**src/rtl/cmos_sim_pkg.sv**
```systemverilog
// Shared definitions for the CMOS camera pattern source.
//   mode_e    : test-pattern select encodings
//   state_e   : run/stop sequencing states
//   LFSR_TAPS : feedback mask for x^16+x^14+x^13+x^11+1 (left-shifting Fibonacci form)
//   lfsr_step : one LFSR advance
package cmos_sim_pkg;

  typedef enum logic [1:0] {
    MODE_LFSR  = 2'd0,
    MODE_HRAMP = 2'd1,
    MODE_VRAMP = 2'd2,
    MODE_DIAG  = 2'd3
  } mode_e;

  typedef enum logic [1:0] {
    ST_IDLE = 2'd0,
    ST_RUN  = 2'd1,
    ST_STOP = 2'd2
  } state_e;

  // Bit i of the register stands for x^(i+1), so taps 15/13/12/10 give x^16/x^14/x^13/x^11.
  localparam logic [15:0] LFSR_TAPS = 16'hB400;

  function automatic logic [15:0] lfsr_step(input logic [15:0] s);
    return {s[14:0], ^(s & LFSR_TAPS)};
  endfunction

endpackage

```
**src/rtl/cmos_pattern_source_lfsr16.sv**
```systemverilog
// 16-bit Fibonacci LFSR used as the pseudo-random pixel source.
//   clk   : clock
//   rst_n : synchronous active-low reset (register returns to seed)
//   load  : reload register with seed
//   seed  : reload value (nonzero)
//   step  : advance one position; when asserted with load, the seed is
//           loaded and advanced in the same cycle
//   q     : current register value
module lfsr16
  import cmos_sim_pkg::*;
(
  input  logic        clk,
  input  logic        rst_n,
  input  logic        load,
  input  logic [15:0] seed,
  input  logic        step,
  output logic [15:0] q
);

  logic [15:0] q_q;
  logic [15:0] q_d;
  logic [15:0] base;

  always_comb begin
    base = load ? seed : q_q;
    q_d  = step ? lfsr_step(base) : base;
  end

  always_ff @(posedge clk) begin
    if (!rst_n) begin
      q_q <= seed;
    end else begin
      q_q <= q_d;
    end
  end

  assign q = q_q;

endmodule

```
**src/rtl/cmos_pattern_source.sv**
```systemverilog
// CMOS camera source model: sync/href timing, pixel clock-enable and
// selectable test-pattern data, with run/stop control that only stops on a
// frame boundary and a completed-frame counter.
//   cmos_xclk    : clock
//   rst_n        : synchronous active-low reset
//   en           : run request
//   mode         : pattern select (LFSR, horizontal ramp, vertical ramp, diagonal+frame)
//   cmos_pclk_en : pixel tick strobe; other outputs change only on ticks
//   cmos_vsync   : frame sync, polarity from VSYNC_POL
//   cmos_href    : line valid
//   cmos_data    : pixel data, zero outside the active window
//   frame_cnt    : completed frame count
//   frame_done   : one-clock pulse after the last tick of each frame
//
// state   | meaning
// --------+----------------------------------------------------------
// ST_IDLE | counters held at 0, no frame output, waiting for en
// ST_RUN  | frame generation, counters advancing
// ST_STOP | en dropped; finishing the current frame, then IDLE
module cmos_pattern_source
  import cmos_sim_pkg::*;
#(
  parameter int          DATA_W    = 8,
  parameter int          IMG_HDISP = 640,
  parameter int          IMG_VDISP = 480,
  parameter int          H_SYNC    = 5,
  parameter int          H_BACK    = 5,
  parameter int          H_FRONT   = 5,
  parameter int          V_SYNC    = 1,
  parameter int          V_BACK    = 0,
  parameter int          V_FRONT   = 1,
  parameter bit          VSYNC_POL = 1'b1,
  parameter int          PCLK_DIV  = 1,
  parameter logic [15:0] LFSR_SEED = 16'hACE1
) (
  input  logic              cmos_xclk,
  input  logic              rst_n,
  input  logic              en,
  input  logic [1:0]        mode,
  output logic              cmos_pclk_en,
  output logic              cmos_vsync,
  output logic              cmos_href,
  output logic [DATA_W-1:0] cmos_data,
  output logic [15:0]       frame_cnt,
  output logic              frame_done
);

  localparam int H_TOTAL = H_SYNC + H_BACK + IMG_HDISP + H_FRONT;
  localparam int V_TOTAL = V_SYNC + V_BACK + IMG_VDISP + V_FRONT;

  localparam logic [15:0] H_ACT_S  = 16'(H_SYNC + H_BACK);
  localparam logic [15:0] H_ACT_E  = 16'(H_SYNC + H_BACK + IMG_HDISP);
  localparam logic [15:0] V_ACT_S  = 16'(V_SYNC + V_BACK);
  localparam logic [15:0] V_ACT_E  = 16'(V_SYNC + V_BACK + IMG_VDISP);
  localparam logic [15:0] H_LAST   = 16'(H_TOTAL - 1);
  localparam logic [15:0] V_LAST   = 16'(V_TOTAL - 1);
  localparam logic [15:0] V_SYNC_C = 16'(V_SYNC);
  localparam logic [1:0]  PC_LAST  = 2'(PCLK_DIV - 1);

  state_e             state_q, state_d;
  mode_e              mode_q, mode_d;
  logic [1:0]         pc_q, pc_d;
  logic [15:0]        hcnt_q, hcnt_d;
  logic [15:0]        vcnt_q, vcnt_d;
  logic               href_q, href_d;
  logic               vsync_q, vsync_d;
  logic [DATA_W-1:0]  data_q, data_d;
  logic [15:0]        frame_cnt_q, frame_cnt_d;
  logic               frame_done_q, frame_done_d;

  logic               tick;
  logic               in_frame;
  logic               active;
  logic               frame_start;
  logic               last_tick;
  logic [15:0]        x;
  logic [15:0]        y;
  logic [15:0]        pat;
  logic [15:0]        lfsr_q;
  logic [15:0]        lfsr_cur;
  mode_e              mode_cur;
  logic               lfsr_ld;
  logic               lfsr_adv;
  logic               unused_pat_hi;

  assign tick = (pc_q == PC_LAST);

  // Frame start is also honoured in STOP: a RUN->STOP transition on the last
  // tick rolls into one more complete frame, which must still latch mode and
  // reload the LFSR like any other frame.
  always_comb begin
    in_frame    = (state_q != ST_IDLE);
    active      = in_frame &&
                  (vcnt_q >= V_ACT_S) && (vcnt_q < V_ACT_E) &&
                  (hcnt_q >= H_ACT_S) && (hcnt_q < H_ACT_E);
    frame_start = in_frame && (hcnt_q == 16'd0) && (vcnt_q == 16'd0);
    last_tick   = (hcnt_q == H_LAST) && (vcnt_q == V_LAST);
    x           = hcnt_q - H_ACT_S;
    y           = vcnt_q - V_ACT_S;
    // With zero porches the first pixel coincides with frame start, so the
    // freshly latched mode and seed are forwarded for that tick.
    mode_cur    = frame_start ? mode_e'(mode) : mode_q;
    lfsr_cur    = frame_start ? LFSR_SEED : lfsr_q;
    case (mode_cur)
      MODE_LFSR:  pat = lfsr_cur;
      MODE_HRAMP: pat = x;
      MODE_VRAMP: pat = y;
      default:    pat = x + y + {8'h00, frame_cnt_q[7:0]};
    endcase
    lfsr_ld  = tick && frame_start;
    lfsr_adv = tick && active;
  end

  // Pattern bits above DATA_W are dropped when DATA_W < 16.
  assign unused_pat_hi = ^pat;

  lfsr16 u_lfsr (
    .clk   (cmos_xclk),
    .rst_n (rst_n),
    .load  (lfsr_ld),
    .seed  (LFSR_SEED),
    .step  (lfsr_adv),
    .q     (lfsr_q)
  );

  always_comb begin
    pc_d         = tick ? 2'd0 : pc_q + 2'd1;
    state_d      = state_q;
    mode_d       = mode_q;
    hcnt_d       = hcnt_q;
    vcnt_d       = vcnt_q;
    href_d       = href_q;
    vsync_d      = vsync_q;
    data_d       = data_q;
    frame_cnt_d  = frame_cnt_q;
    frame_done_d = 1'b0;

    if (tick) begin
      href_d  = active;
      vsync_d = in_frame && (vcnt_q >= V_SYNC_C);
      data_d  = active ? pat[DATA_W-1:0] : '0;
      if (frame_start) begin
        mode_d = mode_e'(mode);
      end

      if (state_q == ST_IDLE) begin
        hcnt_d = 16'd0;
        vcnt_d = 16'd0;
        if (en) begin
          state_d = ST_RUN;
        end
      end else begin
        if (hcnt_q == H_LAST) begin
          hcnt_d = 16'd0;
          vcnt_d = (vcnt_q == V_LAST) ? 16'd0 : vcnt_q + 16'd1;
        end else begin
          hcnt_d = hcnt_q + 16'd1;
        end
        if (last_tick) begin
          frame_cnt_d  = frame_cnt_q + 16'd1;
          frame_done_d = 1'b1;
        end
        if (state_q == ST_RUN) begin
          if (!en) begin
            state_d = ST_STOP;
          end
        end else begin
          // A renewed request wins over stopping on the final tick.
          if (en) begin
            state_d = ST_RUN;
          end else if (last_tick) begin
            state_d = ST_IDLE;
          end
        end
      end
    end
  end

  always_ff @(posedge cmos_xclk) begin
    if (!rst_n) begin
      state_q      <= ST_IDLE;
      mode_q       <= MODE_LFSR;
      pc_q         <= 2'd0;
      hcnt_q       <= 16'd0;
      vcnt_q       <= 16'd0;
      href_q       <= 1'b0;
      vsync_q      <= 1'b0;
      data_q       <= '0;
      frame_cnt_q  <= 16'd0;
      frame_done_q <= 1'b0;
    end else begin
      state_q      <= state_d;
      mode_q       <= mode_d;
      pc_q         <= pc_d;
      hcnt_q       <= hcnt_d;
      vcnt_q       <= vcnt_d;
      href_q       <= href_d;
      vsync_q      <= vsync_d;
      data_q       <= data_d;
      frame_cnt_q  <= frame_cnt_d;
      frame_done_q <= frame_done_d;
    end
  end

  assign cmos_pclk_en = tick;
  assign cmos_vsync   = VSYNC_POL ? vsync_q : ~vsync_q;
  assign cmos_href    = href_q;
  assign cmos_data    = data_q;
  assign frame_cnt    = frame_cnt_q;
  assign frame_done   = frame_done_q;

endmodule

```
**config.mk**
```make
export PLATFORM = sky130hd
export DESIGN_NAME = cmos_pattern_source
export DESIGN_NICKNAME = d
export VERILOG_FILES = /design/src/rtl/cmos_sim_pkg.sv /design/src/rtl/cmos_pattern_source_lfsr16.sv /design/src/rtl/cmos_pattern_source.sv
export SDC_FILE = /design/constraint.sdc
export NUM_CORES = 1
export LEC_CHECK = 0
export CORE_MARGIN = 1.5
export CORE_UTILIZATION = 50
export DETAILED_ROUTE_END_ITERATION = 6
export HOLD_SLACK_MARGIN = 0.15
export PLACE_DENSITY = 0.7
export SLEW_MARGIN = 20
export SYNTH_ARGS = -nofsm -noshare
export SYNTH_HDL_FRONTEND = slang
export SYNTH_SLANG_ARGS = --single-unit
```
**constraint.sdc**
```tcl
create_clock -name cmos_xclk -period 7.54 [get_ports cmos_xclk]
set_input_delay 1.508 -clock cmos_xclk [delete_from_list [all_inputs] [get_ports cmos_xclk]]
set_output_delay 1.508 -clock cmos_xclk [all_outputs]
set_load 0.05 [all_outputs]
```
# Word level (Yosys, flattened, before mapping)
# Index checks and enable logic that the tools add are counted.
[word_totals]
ff_bits = 81
in_bits = 5
output_inout_bits = 28
word_cells = 74
[op_classes]
add_sub_neg = 8
n_lt_le_gt_ge = 4
n_eq_ne = 7
muxes = 18
n_bitwise = 3
reduce_logical = 23
[ops]
columns = ["op", "count"]
rows = [
  ["16-bit 2-to-1 mux", 7],
  ["16-bit by 1-bit adder with 16-bit output (second input constant)", 3],
  ["16-bit zero test", 2],
  ["8-bit case mux with 3 select lines", 1],
  ["8-bit adder", 2],
  ["16-bit by 10-bit == test with 1-bit output (second input constant)", 1],
  ["16-bit by 9-bit == test with 1-bit output (second input constant)", 1],
  ["16-bit by 1-bit >= comparator with 1-bit output (second input constant)", 1],
  ["16-bit by 4-bit >= comparator with 1-bit output (second input constant)", 1],
  ["16-bit by 10-bit less-than comparator with 1-bit output (second input constant)", 1],
  ["16-bit by 9-bit less-than comparator with 1-bit output (second input constant)", 1],
  ["8-bit 2-to-1 mux", 2],
  ["16-bit XOR reduction", 1],
  ["2-bit 2-to-1 mux", 7],
  ["1-bit logical AND", 9],
  ["8-bit by 1-bit subtractor with 8-bit output (second input constant)", 1],
  ["8-bit by 4-bit subtractor with 8-bit output (second input constant)", 1],
  ["2-bit zero test", 3],
  ["2-bit by 1-bit == test with 1-bit output (second input constant)", 2],
  ["4-bit AND reduction", 1],
  ["2-bit nonzero test", 2],
  ["3-bit != test (second input constant)", 1],
  ["1-bit inverter", 3],
  ["3-bit AND reduction", 1],
  ["8 further kinds", 8],
]

# Logic depth before layout (Yosys ltp)
[logic_depth]
word_depth = 7
ltp_mapped = 14
mapped_depth_nobuf = 14

# Cells and area by module
# From an unflattened synthesis, not the netlist that was laid out.
[unflattened]
hier_cells = 601
area_unflattened_um2 = 5330.1
[modules_own_cells]
columns = ["mod", "instances", "cells_each", "area_each_um2", "seq_area_each_um2"]
rows = [
  ["cmos_pattern_source", 1, 529, 4364.2, 1301.2],
  ["lfsr16", 1, 72, 965.9, 320.3],
]

# Worst setup path after synthesis
# OpenSTA, ideal clock, no wires.
[synth_timing]
path_type = "register to register"
start = "register vcnt_q[0]"
end = "register data_q[6], in the netlist cmos_data[6]"
setup_time_ns = 0.069
arrival_ns = 3.035
required_time_ns = 7.471
path_slack_ns = 4.437
stages_incl_launch_ff = 10
n_path_buf = 0
period_less_slack_ns = 3.103
path_cell_list = "dfxtp_1 -> inv_1 -> ha_1 -> or4b_4 -> or4b_4 -> nor4_4 -> mux2i_1 -> o32ai_1 -> a221o_1 -> o21ai_1"
[synth_between]
elab_chain_cells = 6
word_cells_on_any_way = 18
cone_classes = "3 x add/sub; 2 x order compare; 2 x eq/ne; 4 x mux; 7 x reduce/logical"
[synth_lines]
columns = ["element", "line_no", "text"]
rows = [
  ["from (decl)", "cmos_pattern_source.sv:64", "logic [15:0] vcnt_q, vcnt_d;"],
  ["from (signal assigned)", "cmos_pattern_source.sv:196", "vcnt_q <= vcnt_d;"],
  ["parallel branches: the longest is 5 deep, another holds 8-bit by 1-bit subtractor with 8-bit output", "n/a", ""],
  ["8-bit 2-to-1 mux (*)", "cmos_pattern_source.sv:141", "data_d = active ? pat[DATA_W-1:0] : '0;"],
  ["to (signal assigned)", "cmos_pattern_source.sv:199", "data_q <= data_d;"],
  ["to (decl)", "cmos_pattern_source.sv:67", "logic [DATA_W-1:0] data_q, data_d;"],
]
# Every way passes the cells marked *.
# A chain may end at the register's enable or synchronous reset.

# Worst setup path after layout
# Ends and elaborated chain as after synthesis.

==> results.md <==
- Status: complete, no violations
- Clock transition at the registers of the reported paths: 90 ps
- Final setup TNS: 0 ps
- Cell Chain, Critical Path: inv_1, ha_1, or4b_4, or4b_4, nor4_4, mux2i_1, o32ai_1, a221o_1, o21ai_1
- Die Span X: 99.4 um
- Cell count of the worst hold path: 2
- Remaining antenna violation count: 0
- Dpl hpwl: 7660 um
- Final wirelength: 10400 um
- Area Overhead vs Synth: 12.7%
- CP startpoint kind: register
- Most frequent cell after synthesis: dfxtp_1
- Max Slew Vio Count: 0
- Area leader, netlist: dfxtp_1
- Synth area leaders: dfxtp_1 (35%), o21ai_0 (5.7%), xnor2_1 (5.5%)
- Hold Startpoint: cmos_data[6]
- Post-synth top flop: dfxtp_1
- Clock skew: 11.5 ps
- Top post-synthesis cells by count: dfxtp_1 (81), nand2_1 (61), o21ai_0 (53), nor2_1 (42), inv_1 (36)
- Slew HR: 0.393
- Synth Instances: 567
- Final #Nets: 619
- Reg2reg end: cmos_data[6]
- Worst vdd rail ir drop: 0.000136 V
- Initial DRC count: 189
- Hold-fix buffers, CTS: 0
- Die footprint: 9880 sq um
- Peak Freq: 0.268 GHz
- Worst Hold Class: reg -> reg
- #FFs+latches synth: 81
- R2R setup slack: 3810 ps
- Clk root buf: clkbuf_8
- Antenna violations before repair: 0
- CTS tree: done
- Storage element area: 1620 sq um
- Most used cell, CP: or4b_4
- Core box area: 8850 sq um
- First-pass DRT Iterations: 4
- Power Density: 170 nW/um^2
- Synth warnings: 0
- Post-Syn Area: 4640 sq um
- Final Wtd Congestion: 0.987
- CP top delay family: simple AND/OR/NAND/NOR gates
- Endpoints failing setup: 0
- Clk sinks: 81
- DRC Markers: 0
- Vias per inst: 5.63
- Layout cells sized above 1: 0.0437
- Post-synth cell types: 54
- Async S/R FF share, synth: 0
- Via count of the first global-routing pass: 3708
- Port Buf Inserts: 32
- Worst Tran Pin Value: 903 ps
- CTS buffer count: 9
- CP peak stage delay: 770 ps
- First-pass GRT wire length: 17800 um
- CP max-delay cell: nor4_4
- Net Count, Synth: 596
- Starting Density: 0.525
- Worst EP required: 7840 ps
- Longest Clk Path Bufs: 2
- Final hold vios: 0
- Post-CTS Setup Bufs: 0
- Maximum number of pins on one net before global-route repair: 38
- Post-layout util: 0.591
- P_leak: 0.00200 uW
- Crit end category: register
- Multi-input gate area: 2790 sq um
- Post-synth EDFFs: 0
- Fin cells: 703
- FILL cells: 800
- Detailed-route via count: 3958
- Post-cts resize count: 0
- CTS H-tree lvls: 3
- Antenna Cells: 0
- Worst reg2reg path depth: 9
- Post-synth top area share: 0.349
- Total Routing Usage GR: 0.224
- Tmin final: 3730 ps
- RSZ-0062 raised after global routing: no
- Rows: 34
- Arr. time, crit path: 4030 ps
- CP bufs+invs: 1
- Crit path max fanout: 17
- Worst Setup Path Type: reg -> reg
- Die H: 99.4 um
- Syn Area/Cell: 8.19 sq um
- Ports: 33
- Skew-Pair Late Insertion Delay: 360 ps
- Reg2reg start: vcnt_q[0]
- GRT overflow: 0
- Register area share after synthesis: 0.349
- Final period utilization: 0.495
- Routed WL per cell: 14.7 um
- Hold Path Sink: cmos_data[6]
- Dpl cells: 687
- Maximum capacitance violations: 0
==> final cells by class <==
class / instances / area share
clock buffer: 9 / 0.0237
clock inverter: 7 / 0.0148
inverter: 36 / 0.0258
multi-input combinational: 426 / 0.533
sequential: 81 / 0.310
tap: 108 / 0.0258
timing repair buffer: 36 / 0.0670
==> worst min-delay path, stage by stage, from the launching register on <==
cell	delay (ps)
dfxtp_1	320
nand2_1	50
o21ai_1	50
==> flip-flops by register name (all words and copies together) (netlist names), 2 cells and up <==
| signal | count |
|---|---|
| mode_q | 2 |
| frame_cnt | 16 |
| state_q | 2 |
| cmos_data | 8 |
| u_lfsr.q | 16 |
| pc_q | 2 |
| hcnt_q | 16 |
| vcnt_q | 16 |
==> kinds of logic (layout without fill, tap and decap cells) <==
logic type,count (synthesis),count (layout),synth area share
AND/OR/NAND/NOR,227,227,0.256
AO/OA/AOI/OAI,120,120,0.155
flip-flops,81,81,0.349
buffers and inverters,60,88,0.0512
XOR/XNOR,42,42,0.0822
adder cells (fa/ha/maj),24,24,0.0776
multiplexers,13,13,0.0291
==> through the flow <==
step           area (sq um)  setup WS [ps]  power [uW]  hold WS (ps)
2_1_floorplan          4640           4440         539           435
3_3_place_gp           5030           3980         567           435
3_5_place_dp           5030           3870         569           442
4_1_cts                5230           3810         898           457
5_1_grt                5230           3550         932           466
6_report               5230           3810         891           456
==> cells in the final DEF, fill, tap and decap left out, types with 2 or more instances in the layout <==
cell type / synthesis / routed
nor3_1: 12 / 12
o211ai_1: 3 / 3
xnor2_1: 29 / 29
nor3b_1: 2 / 2
nand4_1: 12 / 12
nand2b_1: 11 / 11
dfxtp_1: 81 / 81
inv_6: 0 / 3
a211oi_1: 2 / 2
clkdlybuf4s50_1: 0 / 32
o31ai_1: 3 / 3
nand2_1: 61 / 61
and2_1: 15 / 15
clkbuf_8: 0 / 9
ha_1: 16 / 16
and3_1: 19 / 19
a21oi_1: 18 / 18
nor2b_1: 14 / 14
nand3_1: 11 / 11
inv_1: 36 / 36
o21ai_0: 53 / 53
mux2i_1: 12 / 12
a21boi_0: 13 / 13
o21bai_1: 2 / 2
nor4_1: 2 / 2
fa_1: 8 / 8
and4_1: 5 / 5
or3_1: 13 / 13
o21ai_1: 6 / 5
a21o_1: 2 / 2
or4b_4: 2 / 2
o32ai_1: 2 / 2
o22ai_1: 5 / 5
buf_4: 0 / 4
nor2_1: 42 / 42
xor2_1: 12 / 12
==> worst max path at each step <==
stage | slack (ps) | start | endpoint | cells past startpoint
global placement | 3980 | vcnt_q[0] | cmos_data[6] | 9
floorplan | 4440 | vcnt_q[0] | cmos_data[6] | 9
CTS | 3810 | pc_q[0] | cmos_pclk_en | 3
finish | 3810 | vcnt_q[0] | cmos_data[6] | 9
detailed placement | 3870 | vcnt_q[0] | cmos_data[6] | 9
global route | 3550 | vcnt_q[0] | cmos_data[6] | 9
==> where the power goes <==
group	leakage (uW)	switching, uW	internal [uW]	total [uW]
clock network	0.000101	174	157	330
logic	0.00125	71.7	53.3	125
registers	0.000654	5.80	430	436
==> routing by layer <==
metal / global-route usage / part of all wire / vias to the layer above
met3: 0.0520 / 0.054 / 17
li1: - / - / 1996
met5: 0 / 0 / -
met2: 0.350 / 0.46 / 104
met1: 0.306 / 0.47 / 1841
met4: 0.0737 / 0.021 / 0
(Power assumes the default switching activity.)
